### config.mk
export PLATFORM = sky130hd
export DESIGN_NAME = blink_sequencer
export DESIGN_NICKNAME = d
export VERILOG_FILES = /design/src/rtl/blink_seq_pkg.sv /design/src/rtl/blink_sequencer_tick_gen.sv /design/src/rtl/blink_sequencer.sv
export SDC_FILE = /design/constraint.sdc
export NUM_CORES = 1
export LEC_CHECK = 0
export CORE_ASPECT_RATIO = 1.1
export CORE_MARGIN = 2
export CORE_UTILIZATION = 48
export CTS_CLUSTER_DIAMETER = 40
export DETAILED_ROUTE_END_ITERATION = 8
export GPL_TIMING_DRIVEN = 0
export PLACE_DENSITY = 0.78
export SLEW_MARGIN = 10
export SYNTH_ARGS = -nofsm -noshare
export SYNTH_HDL_FRONTEND = slang
export SYNTH_SLANG_ARGS = --single-unit
### constraint.sdc
create_clock -name clk_i -period 4.9 [get_ports clk_i]
set_input_delay 1.47 -clock clk_i [delete_from_list [all_inputs] [get_ports clk_i]]
set_output_delay 1.47 -clock clk_i [all_outputs]
set_load 0.02 [all_outputs]
### src/rtl/blink_seq_pkg.sv
`default_nettype none
// +---------------------------------------------------------------------------+
// | blink_seq_pkg : mode/state encodings and tick divider helper              |
// | Revision 1.0                                                              |
// +---------------------------------------------------------------------------+
package blink_seq_pkg;

  localparam logic [1:0] MODE_OFF   = 2'd0;
  localparam logic [1:0] MODE_ON    = 2'd1;
  localparam logic [1:0] MODE_BLINK = 2'd2;
  localparam logic [1:0] MODE_BURST = 2'd3;

  typedef enum logic [1:0] {
    ST_IDLE   = 2'd0,
    ST_ON_PH  = 2'd1,
    ST_OFF_PH = 2'd2
  } state_e;

  function automatic int calc_div(input int freq_hz, input int tick_hz);
    return freq_hz / tick_hz;
  endfunction

endpackage
`default_nettype wire

### src/rtl/blink_sequencer_tick_gen.sv
`default_nettype none
// +---------------------------------------------------------------------------+
// | tick_gen : clearable prescaler emitting a one-cycle tick every DIV clocks |
// | Revision 1.0                                                              |
// +---------------------------------------------------------------------------+
module tick_gen #(
  parameter int DIV = 10
) (
  input  logic clk_i,
  input  logic rst_i,
  input  logic clr_i,
  output logic tick_o
);

  localparam int          PRE_W = $clog2(DIV);
  localparam logic [PRE_W-1:0] PRE_LAST = PRE_W'(DIV - 1);
  localparam logic [PRE_W-1:0] PRE_ONE  = PRE_W'(1);

  generate
    if (DIV < 2) begin : g_div_bad
      $error("tick_gen: DIV must be at least 2");
    end
  endgenerate

  logic [PRE_W-1:0] pre_q;
  logic [PRE_W-1:0] pre_d;

  assign tick_o = (pre_q == PRE_LAST);

  always_comb begin
    pre_d = pre_q + PRE_ONE;
    if (clr_i || tick_o) begin
      pre_d = '0;
    end
  end

  always_ff @(posedge clk_i or negedge rst_i) begin
    if (!rst_i) begin
      pre_q <= '0;
    end else begin
      pre_q <= pre_d;
    end
  end

endmodule
`default_nettype wire

### src/rtl/blink_sequencer.sv
`default_nettype none
// +---------------------------------------------------------------------------+
// | blink_sequencer : command-driven LED off/on/blink/burst controller        |
// | Revision 1.0                                                              |
// +---------------------------------------------------------------------------+
module blink_sequencer
  import blink_seq_pkg::*;
#(
  parameter int FREQUENCY = 25_000_000,
  parameter int TICK_HZ   = 100,
  parameter int HALF_W    = 8,
  parameter int CNT_W     = 4
) (
  input  logic              clk_i,
  input  logic              rst_i,
  input  logic              cmd_valid_i,
  output logic              cmd_ready_o,
  input  logic [1:0]        cmd_mode_i,
  input  logic [HALF_W-1:0] cmd_half_i,
  input  logic [CNT_W-1:0]  cmd_count_i,
  input  logic              abort_i,
  output logic              busy_o,
  output logic              done_o,
  output logic              led_o
);

  localparam int                DIV      = calc_div(FREQUENCY, TICK_HZ);
  localparam logic [HALF_W-1:0] HALF_ONE = HALF_W'(1);
  localparam logic [CNT_W-1:0]  CNT_ONE  = CNT_W'(1);

  state_e            state_q, state_d;
  logic [1:0]        mode_q, mode_d;
  logic [HALF_W-1:0] half_q, half_d;
  logic [CNT_W-1:0]  count_q, count_d;
  logic [HALF_W-1:0] phase_q, phase_d;
  logic [CNT_W-1:0]  pulse_q, pulse_d;
  logic              led_q, led_d;
  logic              busy_q, busy_d;
  logic              done_q, done_d;

  logic              accept;
  logic              tick;
  logic              phase_end;

  // Ready depends only on the registered busy flag.
  assign cmd_ready_o = ~busy_q;
  assign accept      = cmd_valid_i & cmd_ready_o;
  assign phase_end   = tick && (phase_q == (half_q - HALF_ONE));

  assign busy_o = busy_q;
  assign done_o = done_q;
  assign led_o  = led_q;

  tick_gen #(
    .DIV (DIV)
  ) u_tick_gen (
    .clk_i  (clk_i),
    .rst_i  (rst_i),
    .clr_i  (accept),
    .tick_o (tick)
  );

  always_comb begin
    state_d = state_q;
    mode_d  = mode_q;
    half_d  = half_q;
    count_d = count_q;
    phase_d = phase_q;
    pulse_d = pulse_q;
    led_d   = led_q;
    busy_d  = busy_q;
    done_d  = 1'b0;

    if (accept) begin
      // A new command always wins over a coincident abort.
      mode_d  = cmd_mode_i;
      half_d  = (cmd_half_i == '0) ? HALF_ONE : cmd_half_i;
      count_d = cmd_count_i;
      phase_d = '0;
      pulse_d = '0;
      busy_d  = 1'b0;
      case (cmd_mode_i)
        MODE_OFF: begin
          state_d = ST_IDLE;
          led_d   = 1'b0;
        end
        MODE_ON: begin
          state_d = ST_IDLE;
          led_d   = 1'b1;
        end
        MODE_BLINK: begin
          state_d = ST_ON_PH;
          led_d   = 1'b1;
        end
        default: begin
          if (cmd_count_i == '0) begin
            state_d = ST_IDLE;
            led_d   = 1'b0;
            done_d  = 1'b1;
          end else begin
            state_d = ST_ON_PH;
            led_d   = 1'b1;
            busy_d  = 1'b1;
          end
        end
      endcase
    end else if (abort_i) begin
      state_d = ST_IDLE;
      led_d   = 1'b0;
      busy_d  = 1'b0;
    end else if (tick && (state_q != ST_IDLE)) begin
      if (phase_end) begin
        phase_d = '0;
        if (state_q == ST_ON_PH) begin
          state_d = ST_OFF_PH;
          led_d   = 1'b0;
        end else if ((mode_q == MODE_BURST) && (pulse_q == (count_q - CNT_ONE))) begin
          state_d = ST_IDLE;
          led_d   = 1'b0;
          busy_d  = 1'b0;
          done_d  = 1'b1;
        end else begin
          state_d = ST_ON_PH;
          led_d   = 1'b1;
          pulse_d = pulse_q + CNT_ONE;
        end
      end else begin
        phase_d = phase_q + HALF_ONE;
      end
    end
  end

  always_ff @(posedge clk_i or negedge rst_i) begin
    if (!rst_i) begin
      state_q <= ST_IDLE;
      mode_q  <= MODE_OFF;
      half_q  <= HALF_ONE;
      count_q <= '0;
      phase_q <= '0;
      pulse_q <= '0;
      led_q   <= 1'b0;
      busy_q  <= 1'b0;
      done_q  <= 1'b0;
    end else begin
      state_q <= state_d;
      mode_q  <= mode_d;
      half_q  <= half_d;
      count_q <= count_d;
      phase_q <= phase_d;
      pulse_q <= pulse_d;
      led_q   <= led_d;
      busy_q  <= busy_d;
      done_q  <= done_d;
    end
  end

endmodule
`default_nettype wire

Yosys cells after proc, flatten, opt, wreduce, memory -nomap -nowiden

Cells that the tools add are included.

ROM bits: 0
Output and inout bits: 4
Bits of input ports: 18
Logic and storage cells: 91
RAM bits: 0
Latch bits: 0
Memories: 0
Register bits after elaboration: 49

Muxes and demuxes: 43
Order comparisons: 0
Bitwise logic cells: 2
Eq/ne operators: 11
$mul: 0
Divide/modulo/power cells: 0
Shifts and indexed selects: 0
Reductions and logical operators: 20
$add $sub $neg: 5

Operators by type and width:

| cell                    | number |
|---|---|
| $mux W8                 | 5 |
| $mux W1                 | 24 |
| $mux W4                 | 6 |
| $add A18 B1 Y18 const B | 1 |
| $eq A18 B18 Y1 const B  | 1 |
| $mux W18                | 1 |
| $mux W2                 | 5 |
| $reduce_bool A3 Y1      | 3 |
| $add A8 B1 Y8 const B   | 1 |
| $eq A8 B8 Y1            | 1 |
| $logic_not A8 Y1        | 1 |
| $sub A8 B1 Y8 const B   | 1 |
| $ne A2 B1 Y1 const B    | 3 |
| $reduce_bool A2 Y1      | 3 |
| $reduce_and A5 Y1       | 1 |
| $add A4 B1 Y4 const B   | 1 |
| $eq A2 B1 Y1 const B    | 2 |
| $eq A2 B2 Y1 const B    | 2 |
| $eq A4 B4 Y1            | 1 |
| $logic_not A4 Y1        | 1 |
| $pmux W1 S2             | 2 |
| $reduce_and A2 Y1       | 2 |
| $reduce_and A4 Y1       | 1 |
| $reduce_or A2 Y1        | 2 |
| 8 further kinds         | 10 |

Depth between registers and ports, before layout

Word-level depth: 9
Gate-level depth with buffers: 10
Depth with buffers taken out: 8

Hierarchy

Synthesis repeated with hierarchy kept, for this count alone.

Cell total of the unflattened synthesis: 311
Area, all modules: 2832.7 µm²

By module, submodules not included:

| module          | cells each | sequential area each (µm²) | area each (µm²) | times used |
|---|---|---|---|---|
| blink_sequencer | 212        | 777.0                      | 1851.8          | 1 |
| tick_gen        | 99         | 450.4                      | 980.9           | 1 |

Worst setup path before layout

Ideal clock, no wire load.

Kind: input-to-reg
Start point: in cmd_count_i[1]
End point: reg led_q, in the netlist led_o
Path buffers: 0
Stages: 6
Setup time: 122 ps
Data required time: 4778 ps
Arrival: 2614 ps
Path slack: 2164 ps
Cell sequence: nor4_1 nor2b_1 o21a_1 or3_1 nor3_1 nor3_1

Word-level cells in the longest chain between the ends: 4

Ends and longest elaborated chain:

| item                 | line                   | RTL |
|---|---|---|
| start, declared      | blink_sequencer.sv:20  | `input logic [CNT_W-1:0] cmd_count_i,` |
| $logic_not A4 Y1     | blink_sequencer.sv:96  | `if (cmd_count_i == '0) begin` |
| $mux W1              | blink_sequencer.sv:96  |  |
| $pmux W1 S2          | blink_sequencer.sv:82  | `case (cmd_mode_i)` |
| $mux W1              | blink_sequencer.sv:74  | `if (accept) begin` |
| end signal, assigned | blink_sequencer.sv:151 | `led_q <= led_d;` |
| end, declared        | blink_sequencer.sv:37  | `logic led_q, led_d;` |

Every way passes these cells.
A chain may end at the register's enable or synchronous reset.

Final worst setup path

Start point: in abort_i
End point: reg pulse_q[2]

Word-level cells in the longest chain between the ends: 2

Ends and longest elaborated chain:

| item                               | line                   | RTL |
|---|---|---|
| start, declared                    | blink_sequencer.sv:21  | `input logic abort_i,` |
| $ne A2 B1 Y1 (no source line)      | n/a                    |  |
| $reduce_and A5 Y1 (no source line) | n/a                    |  |
| end signal, assigned               | blink_sequencer.sv:150 | `pulse_q <= pulse_d;` |
| end, declared                      | blink_sequencer.sv:36  | `logic [CNT_W-1:0] pulse_q, pulse_d;` |

Every way passes these cells.

==> flow_results.xml <==
<?xml version="1.0" encoding="UTF-8"?>
<metrics>
  <group name="status">
    <metric name="status" unit="">finished clean</metric>
  </group>
  <group name="floorplanning">
    <metric name="standard_cell_rows" unit="">29</metric>
    <metric name="die-width" unit="um">76.7</metric>
    <metric name="dieArea" unit="um2">6440</metric>
    <metric name="coreArea" unit="um2">5700</metric>
    <metric name="initial_utilization" unit="%">49.0</metric>
    <metric name="ios" unit="">22</metric>
    <metric name="chipHeight" unit="um">84</metric>
  </group>
  <group name="power_and_ir_drop">
    <metric name="leakagePower" unit="nW">1.34</metric>
    <metric name="maximum_ir_drop_on_the_vdd_rail" unit="V">0.000223</metric>
    <metric name="pwr_density_cell" unit="nW/um2">284</metric>
  </group>
  <group name="setup_path">
    <metric name="critPathArrivalTime" unit="ns">3.44</metric>
    <metric name="startpoint_type" unit="">primary input</metric>
    <metric name="rrSetupSlack" unit="ns">2.09</metric>
    <metric name="path_class" unit="">in2reg</metric>
    <metric name="timing.critical_path.to_type" unit="">register</metric>
    <metric name="critical_path.startpoint" unit="">abort_i</metric>
    <metric name="cp_data_required_time" unit="ns">5.13</metric>
    <metric name="biggest_fanout_along_the_worst_timing_path" unit="">7</metric>
    <metric name="critical_path.reg2reg.startpoint" unit="">half_q[0]</metric>
  </group>
  <group name="clock_network">
    <metric name="cts_made_buffers" unit="">5</metric>
    <metric name="cts_tree" unit="">yes</metric>
    <metric name="cell_at_the_root_of_the_clock_tree" unit="">sky130_fd_sc_hd__clkbuf_8</metric>
    <metric name="post_cts_resized" unit="">0</metric>
    <metric name="numClockSinks" unit="">49</metric>
    <metric name="cts.path.max_buffers" unit="">2</metric>
    <metric name="post-cts-setup-buffer-count" unit="">0</metric>
    <metric name="cts_hold_repair.buffers" unit="">0</metric>
    <metric name="htreeDepth" unit="">2</metric>
    <metric name="clk_latency" unit="ns">0.30</metric>
    <metric name="clk_pin_slew" unit="ns">0.08</metric>
  </group>
  <group name="sta">
    <metric name="layout_min_cycle_time" unit="ns">3.21</metric>
    <metric name="finalHoldWorstSlack" unit="ns">0.459</metric>
    <metric name="slew_headroom" unit="%">51.5</metric>
    <metric name="report.final.hold_viol_count" unit="">0</metric>
    <metric name="setup_total_negative_slack" unit="ns">0</metric>
    <metric name="worst-slew-pin-transition" unit="ns">0.722</metric>
    <metric name="unrepaired_setup_endpoints_after_global_routing" unit="">no</metric>
    <metric name="finalClockSkew" unit="ns">0.00281</metric>
    <metric name="period_share" unit="%">65.5</metric>
    <metric name="max_clock_freq" unit="MHz">312</metric>
    <metric name="slew_violations" unit="">0</metric>
    <metric name="setup_viol_count_final" unit="">0</metric>
  </group>
  <group name="cells_and_area">
    <metric name="n_fill_cell" unit="">519</metric>
    <metric name="share_of_cells_above_drive_strength_1" unit="%">7.08</metric>
    <metric name="final_cell_area" unit="um2">3230</metric>
    <metric name="multi_input_area" unit="um2">1480</metric>
    <metric name="seq_area" unit="um2">1230</metric>
    <metric name="n_antenna_cell" unit="">0</metric>
    <metric name="design.final.nets" unit="">363</metric>
    <metric name="area_delta_synth_final" unit="%">15.7</metric>
  </group>
  <group name="detailed_routing">
    <metric name="detail-route-antenna-nets" unit="">0</metric>
    <metric name="drc_violations" unit="">0</metric>
    <metric name="firstDrtPassIters" unit="">4</metric>
    <metric name="drt-vias-per-instance" unit="">5.52</metric>
    <metric name="routed_wire_length_per_instance" unit="um">13.9</metric>
    <metric name="via_count" unit="">2296</metric>
    <metric name="initialDrtViolationCount" unit="">152</metric>
    <metric name="wire_length_reported_by_the_detailed_router" unit="um">5770</metric>
  </group>
  <group name="yosys">
    <metric name="synthesis.nets" unit="">334</metric>
    <metric name="synth_ff_type" unit="">sky130_fd_sc_hd__dfrtp_1</metric>
    <metric name="synth_area" unit="um2">2790</metric>
    <metric name="syn_inst" unit="">309</metric>
    <metric name="synth_async_reset_ratio" unit="%">100</metric>
    <metric name="postSynthAreaPerCell" unit="um2">9.04</metric>
    <metric name="synth.largest_area_cell" unit="">sky130_fd_sc_hd__dfrtp_1</metric>
    <metric name="yosysSeqAreaShare" unit="%">44.0</metric>
    <metric name="synth_edf_count" unit="">0</metric>
    <metric name="yosysUniqueCellTypes" unit="">48</metric>
    <metric name="yosys-top-cells-area" unit="">sky130_fd_sc_hd__dfrtp_1 (43%), sky130_fd_sc_hd__nand2_1 (6.7%), sky130_fd_sc_hd__xnor2_1 (6.0%)</metric>
    <metric name="post-synth-top-area-fraction" unit="%">43.0</metric>
    <metric name="yosys_warnings" unit="">0</metric>
    <metric name="ys_ff_latch" unit="">49</metric>
  </group>
  <group name="global_routing">
    <metric name="grt_first_pass_wirelength" unit="um">10000</metric>
    <metric name="grt_use_total" unit="%">19.2</metric>
    <metric name="vias_in_the_first_global_route" unit="">2158</metric>
    <metric name="initial_antenna_violation_count" unit="">0</metric>
    <metric name="grt_overflow" unit="">0</metric>
    <metric name="grt_max_degree" unit="">29</metric>
  </group>
  <group name="flow_run">
    <metric name="max-cap-violations" unit="">0</metric>
  </group>
  <group name="place">
    <metric name="placed_cell_area" unit="um2">3110</metric>
    <metric name="port_buffers" unit="">21</metric>
    <metric name="hpwl" unit="um">4260</metric>
    <metric name="replace_congestion" unit="">0.821</metric>
  </group>
  <group name="min_path">
    <metric name="hold_path.class" unit="">reg2reg</metric>
    <metric name="hold_start" unit="">u_tick_gen.pre_q[0]</metric>
  </group>
</metrics>
worst paths after layout:
| path | to | depth (start not counted) |
|---|---|---|
| worst max-delay path | pulse_q[2] | 5 |
| worst min-delay path | u_tick_gen.pre_q[0] | 1 |
| worst max register to register | pulse_q[3] | 10 |
| worst min register to register | u_tick_gen.pre_q[0] | 1 |
| max in group asynchronous | half_q[0] | 2 |
| min in group asynchronous | u_tick_gen.pre_q[14] | 1 |
per-stage QoR:
stage / cells / utilization (%) / setup slack, ns / power (mW)
2_1_floorplan: 309 / - / 2.16 / 0.568
3_3_place_gp: 407 / 54.4 / 1.00 / 0.620
3_5_place_dp: 408 / 54.7 / 1.38 / 0.626
4_1_cts: 416 / 56.7 / 1.70 / 0.924
5_1_grt: 416 / 56.7 / 1.57 / 0.966
6_report: 416 / 56.7 / 1.69 / 0.917
critical path, cell delays in order:
cell,delay [ns]
sky130_fd_sc_hd__clkdlybuf4s50_1,0.53
sky130_fd_sc_hd__nor4_2,0.71
sky130_fd_sc_hd__nand2_1,0.16
sky130_fd_sc_hd__or4_1,0.42
sky130_fd_sc_hd__a21oi_1,0.15
cell families (layout without fill, tap and decap cells):
group | count (synthesis) | in the layout | synth area share [%]
AND/OR/NAND/NOR | 154 | 154 | 28.5
flip-flops | 49 | 49 | 44.0
AO/OA/AOI/OAI | 46 | 46 | 10.7
XOR/XNOR | 31 | 31 | 9.72
buffers and inverters | 19 | 49 | 2.91
adder cells (fa/ha/maj) | 7 | 7 | 3.14
multiplexers | 3 | 3 | 1.08
power by group:
group          switching, mW  internal (mW)  total, mW  leakage, nW
logic                 0.0916         0.0743      0.166        0.633
registers             0.0269          0.428      0.455        0.652
clock network          0.129          0.166      0.295       0.0585
Yosys cell counts, types with 4 or more instances:
master and count:
sky130_fd_sc_hd__nand2_1 50, sky130_fd_sc_hd__dfrtp_1 48, sky130_fd_sc_hd__nor2_1 27, sky130_fd_sc_hd__o21ai_0 21
sky130_fd_sc_hd__xnor2_1 19, sky130_fd_sc_hd__nand3_1 17, sky130_fd_sc_hd__nor3_1 15, sky130_fd_sc_hd__xor2_1 12
sky130_fd_sc_hd__and3_1 8, sky130_fd_sc_hd__inv_1 8, sky130_fd_sc_hd__clkbuf_1 7, sky130_fd_sc_hd__ha_1 7
sky130_fd_sc_hd__nor2b_1 6, sky130_fd_sc_hd__a21oi_1 5, sky130_fd_sc_hd__nor4_1 5, sky130_fd_sc_hd__or3_1 4
routing by layer:
| metal | routed length [um] | track usage (%) |
|---|---|---|
| met5 | 0 | 0 |
| met4 | 88 | 5.79 |
| met2 | 2790 | 32.1 |
| met3 | 172 | 3.03 |
| met1 | 2720 | 25.6 |
cells in the final DEF, fill, tap and decap left out, types with 2 or more instances in the layout:
cell and instances:
sky130_fd_sc_hd__nor4_1 5, sky130_fd_sc_hd__ha_1 7, sky130_fd_sc_hd__a21oi_1 5, sky130_fd_sc_hd__nand4_1 3, sky130_fd_sc_hd__nor2_1 27, sky130_fd_sc_hd__or4_1 2
sky130_fd_sc_hd__xnor2_1 19, sky130_fd_sc_hd__o21a_1 3, sky130_fd_sc_hd__nor3_2 2, sky130_fd_sc_hd__and4_1 2, sky130_fd_sc_hd__o31ai_1 2, sky130_fd_sc_hd__nand2_1 50
sky130_fd_sc_hd__mux2i_1 3, sky130_fd_sc_hd__or2_2 3, sky130_fd_sc_hd__clkbuf_8 6, sky130_fd_sc_hd__nand3_1 17, sky130_fd_sc_hd__o211ai_1 2, sky130_fd_sc_hd__and3_1 8
sky130_fd_sc_hd__clkbuf_1 8, sky130_fd_sc_hd__dfrtp_1 48, sky130_fd_sc_hd__buf_2 3, sky130_fd_sc_hd__a31oi_1 2, sky130_fd_sc_hd__or3_1 4, sky130_fd_sc_hd__nor3_1 15
sky130_fd_sc_hd__xor2_1 12, sky130_fd_sc_hd__nor4b_1 2, sky130_fd_sc_hd__o31a_1 2, sky130_fd_sc_hd__nor2b_1 6, sky130_fd_sc_hd__o21ai_0 21, sky130_fd_sc_hd__inv_1 8
sky130_fd_sc_hd__clkdlybuf4s50_1 20, sky130_fd_sc_hd__o21bai_1 2
registers in the layout, indices dropped and copies added, names as in the netlist:
register	count
mode_q	2
pulse_q	4
count_q	4
busy_o	1
phase_q	8
u_tick_gen.pre_q	18
state_q	2
done_o	1
half_q	8
led_o	1
area by class of cell:
cell class | instances | area share, %
clock inverters | 1 | 0.930
inverters | 8 | 0.930
multi-input cells | 241 | 45.9
plain buffers | 11 | 1.59
flip-flops and latches | 49 | 38.0
clock buffers | 7 | 2.67
well taps | 77 | 2.98
repair buffers | 22 | 6.97
Power figures use the tool's default switching activity.
==> RTL change: new RTL, same flow settings <==
Register the input `cmd_mode_i` before use, cleared by the reset. The logic sees it one clock later. The other inputs are not delayed to match.
--- a/src/rtl/blink_sequencer.sv
+++ b/src/rtl/blink_sequencer.sv
@@ -29,2 +29,12 @@
   localparam logic [CNT_W-1:0]  CNT_ONE  = CNT_W'(1);
+
+  logic [1:0] cmd_mode_q;
+
+  always_ff @(posedge clk_i or negedge rst_i) begin
+    if (!rst_i) begin
+      cmd_mode_q <= '0;
+    end else begin
+      cmd_mode_q <= cmd_mode_i;
+    end
+  end
 
@@ -75,3 +85,3 @@
       // A new command always wins over a coincident abort.
-      mode_d  = cmd_mode_i;
+      mode_d  = cmd_mode_q;
       half_d  = (cmd_half_i == '0) ? HALF_ONE : cmd_half_i;
@@ -81,3 +91,3 @@
       busy_d  = 1'b0;
-      case (cmd_mode_i)
+      case (cmd_mode_q)
         MODE_OFF: begin
Formal check against the unedited RTL: not equivalent (a bounded check fails within 4 cycles, from zero or initial values and one cycle with rst_i low).
==> RTL change against the original RTL <==
- die area grew 1.7%
- area after synthesis grew 1.8%
- critical path depth grew 1
- worst setup slack lost 0.031 ns
- first-iteration DRC count shrank 35%
- sequential cell count grew 2
- non-clock buffer count is the same
- register-to-register slack gained 0.05 ns
- wire length shrank 4.2%
- final cell count grew 0.48%
- power grew 2.1%
- cell area grew 1.6%
==> RTL change: results (changes against the original RTL) <==
run status=completed; post-layout min period=3.24 ns (+0.0307 ns); DPL Wire Length=4140 um (-2.6%); reg2reg setup slack=2.14 ns (+0.05 ns); Worst path max stage delay=0.73 ns (+0.02 ns); DP Cell Count=410 (+0.49%); Worst Setup SP=abort_i; Post CTS Setup Buffer Count=0 (unchanged); top cells by area, synth=dfrtp_1 44%, nand2_1 6.6%, xnor2_1 5.9%, o21ai_0 3.7%, xor2_1 3.7%; GRT Total Usage=0.182 (-0.00999); Hold WS=0.466 ns (+0.00723 ns); vias in the first global route=2106 (-2.4%); post-place instance area=0.00316 mm^2 (+1.6%); share of cells above drive strength 1=0.0733 (+0.00252); critical path capture point=phase_q[5]; cts bufs inserted=5 (unchanged); R2R depth=10 (unchanged); mux cell area share after synthesis=0.0106 (-0.000189); register area share after synthesis=0.449 (+0.00987); Syn Inst Count=311 (+0.65%); post-synthesis adder-cell area fraction=0.0308 (-0.000552); total power=0.000936 W (+2.1%); vias per inst=5.42 (-1.8%); slowest CP cell=nor4_2; Finished Layout Cells=418 (+0.48%); Detailed Route Iter0 Violations=99 (-35%); hold wc startpoint=u_tick_gen.pre_q[0]; most common library cells after synthesis=50 x dfrtp_1, 50 x nand2_1, 27 x nor2_1, 21 x o21ai_0, 19 x xnor2_1; crit-path max FO=10 (+3); RePlAce Congestion=0.798 (-2.8%); Synth Area in Compound Gates=0.105 (-0.00189); WL final=5530 um (-4.2%); Flop+latch power=0.000473 W (+4%); largest net degree at the start of global routing=30 (+3.4%); peak supply drop=0.200 mV (-10%); Worst Skew=0.00702 ns (+0.00421 ns); Pleak=1.37 nW (+1.9%); measured slew at the worst slew-check pin=0.734 ns (+0.0127 ns); Synth Area in XOR/XNOR=0.0955 (-0.00171); Setup WS pre-CTS=1.39 ns (+0.00890 ns); NetSw=0.000251 W (+1.2%); WS Path Type=primary input to flip-flop; syn nets=336 (+0.60%); FILL cells=548 (+5.6%); Total Nets Final=365 (+0.55%); CTS Buffer Depth=2 (unchanged); first-pass GRT wire length=9560 um (-4.4%); hold path endpoint=u_tick_gen.pre_q[0]; Synth Flop Type=dfrtp_1; Worst EP arrival=3.42 ns (-0.02 ns)
RTL change: worst max-delay path: cells and delay by family:
family	cells	cell delay [ns]
and+or+nand+nor	3	0.93
AOI/OAI and AO/OA	1	0.09
buffers and inverters	2	0.93
RTL change: logic make-up (layout without fill, tap and decap cells):
kind of cell    count (synthesis)  in the layout
mux                             3              3
fa+ha+maj                       7              7
xor+xnor                       31             31
buf+inv                        19             49
compound gates                 46             46
simple gates                  154            154
flops                          51             51
RTL change: area by class of cell:
type / instances / area share
multi-input combinational: 241 / 0.452
sequential: 51 / 0.389
timing repair buffer: 22 / 0.0686
tap: 77 / 0.0294
clock buffer: 6 / 0.0252
buffer: 11 / 0.0156
clock inverter: 2 / 0.0107
inverter: 8 / 0.00915
RTL change: per-layer routing:
metal	part of all wire	GRT usage	vias up
met4	0.0087	0.0584	0
met2	0.49	0.309	35
li1	-	-	1139
met1	0.47	0.236	1088
met5	0	0	-
met3	0.029	0.0323	4
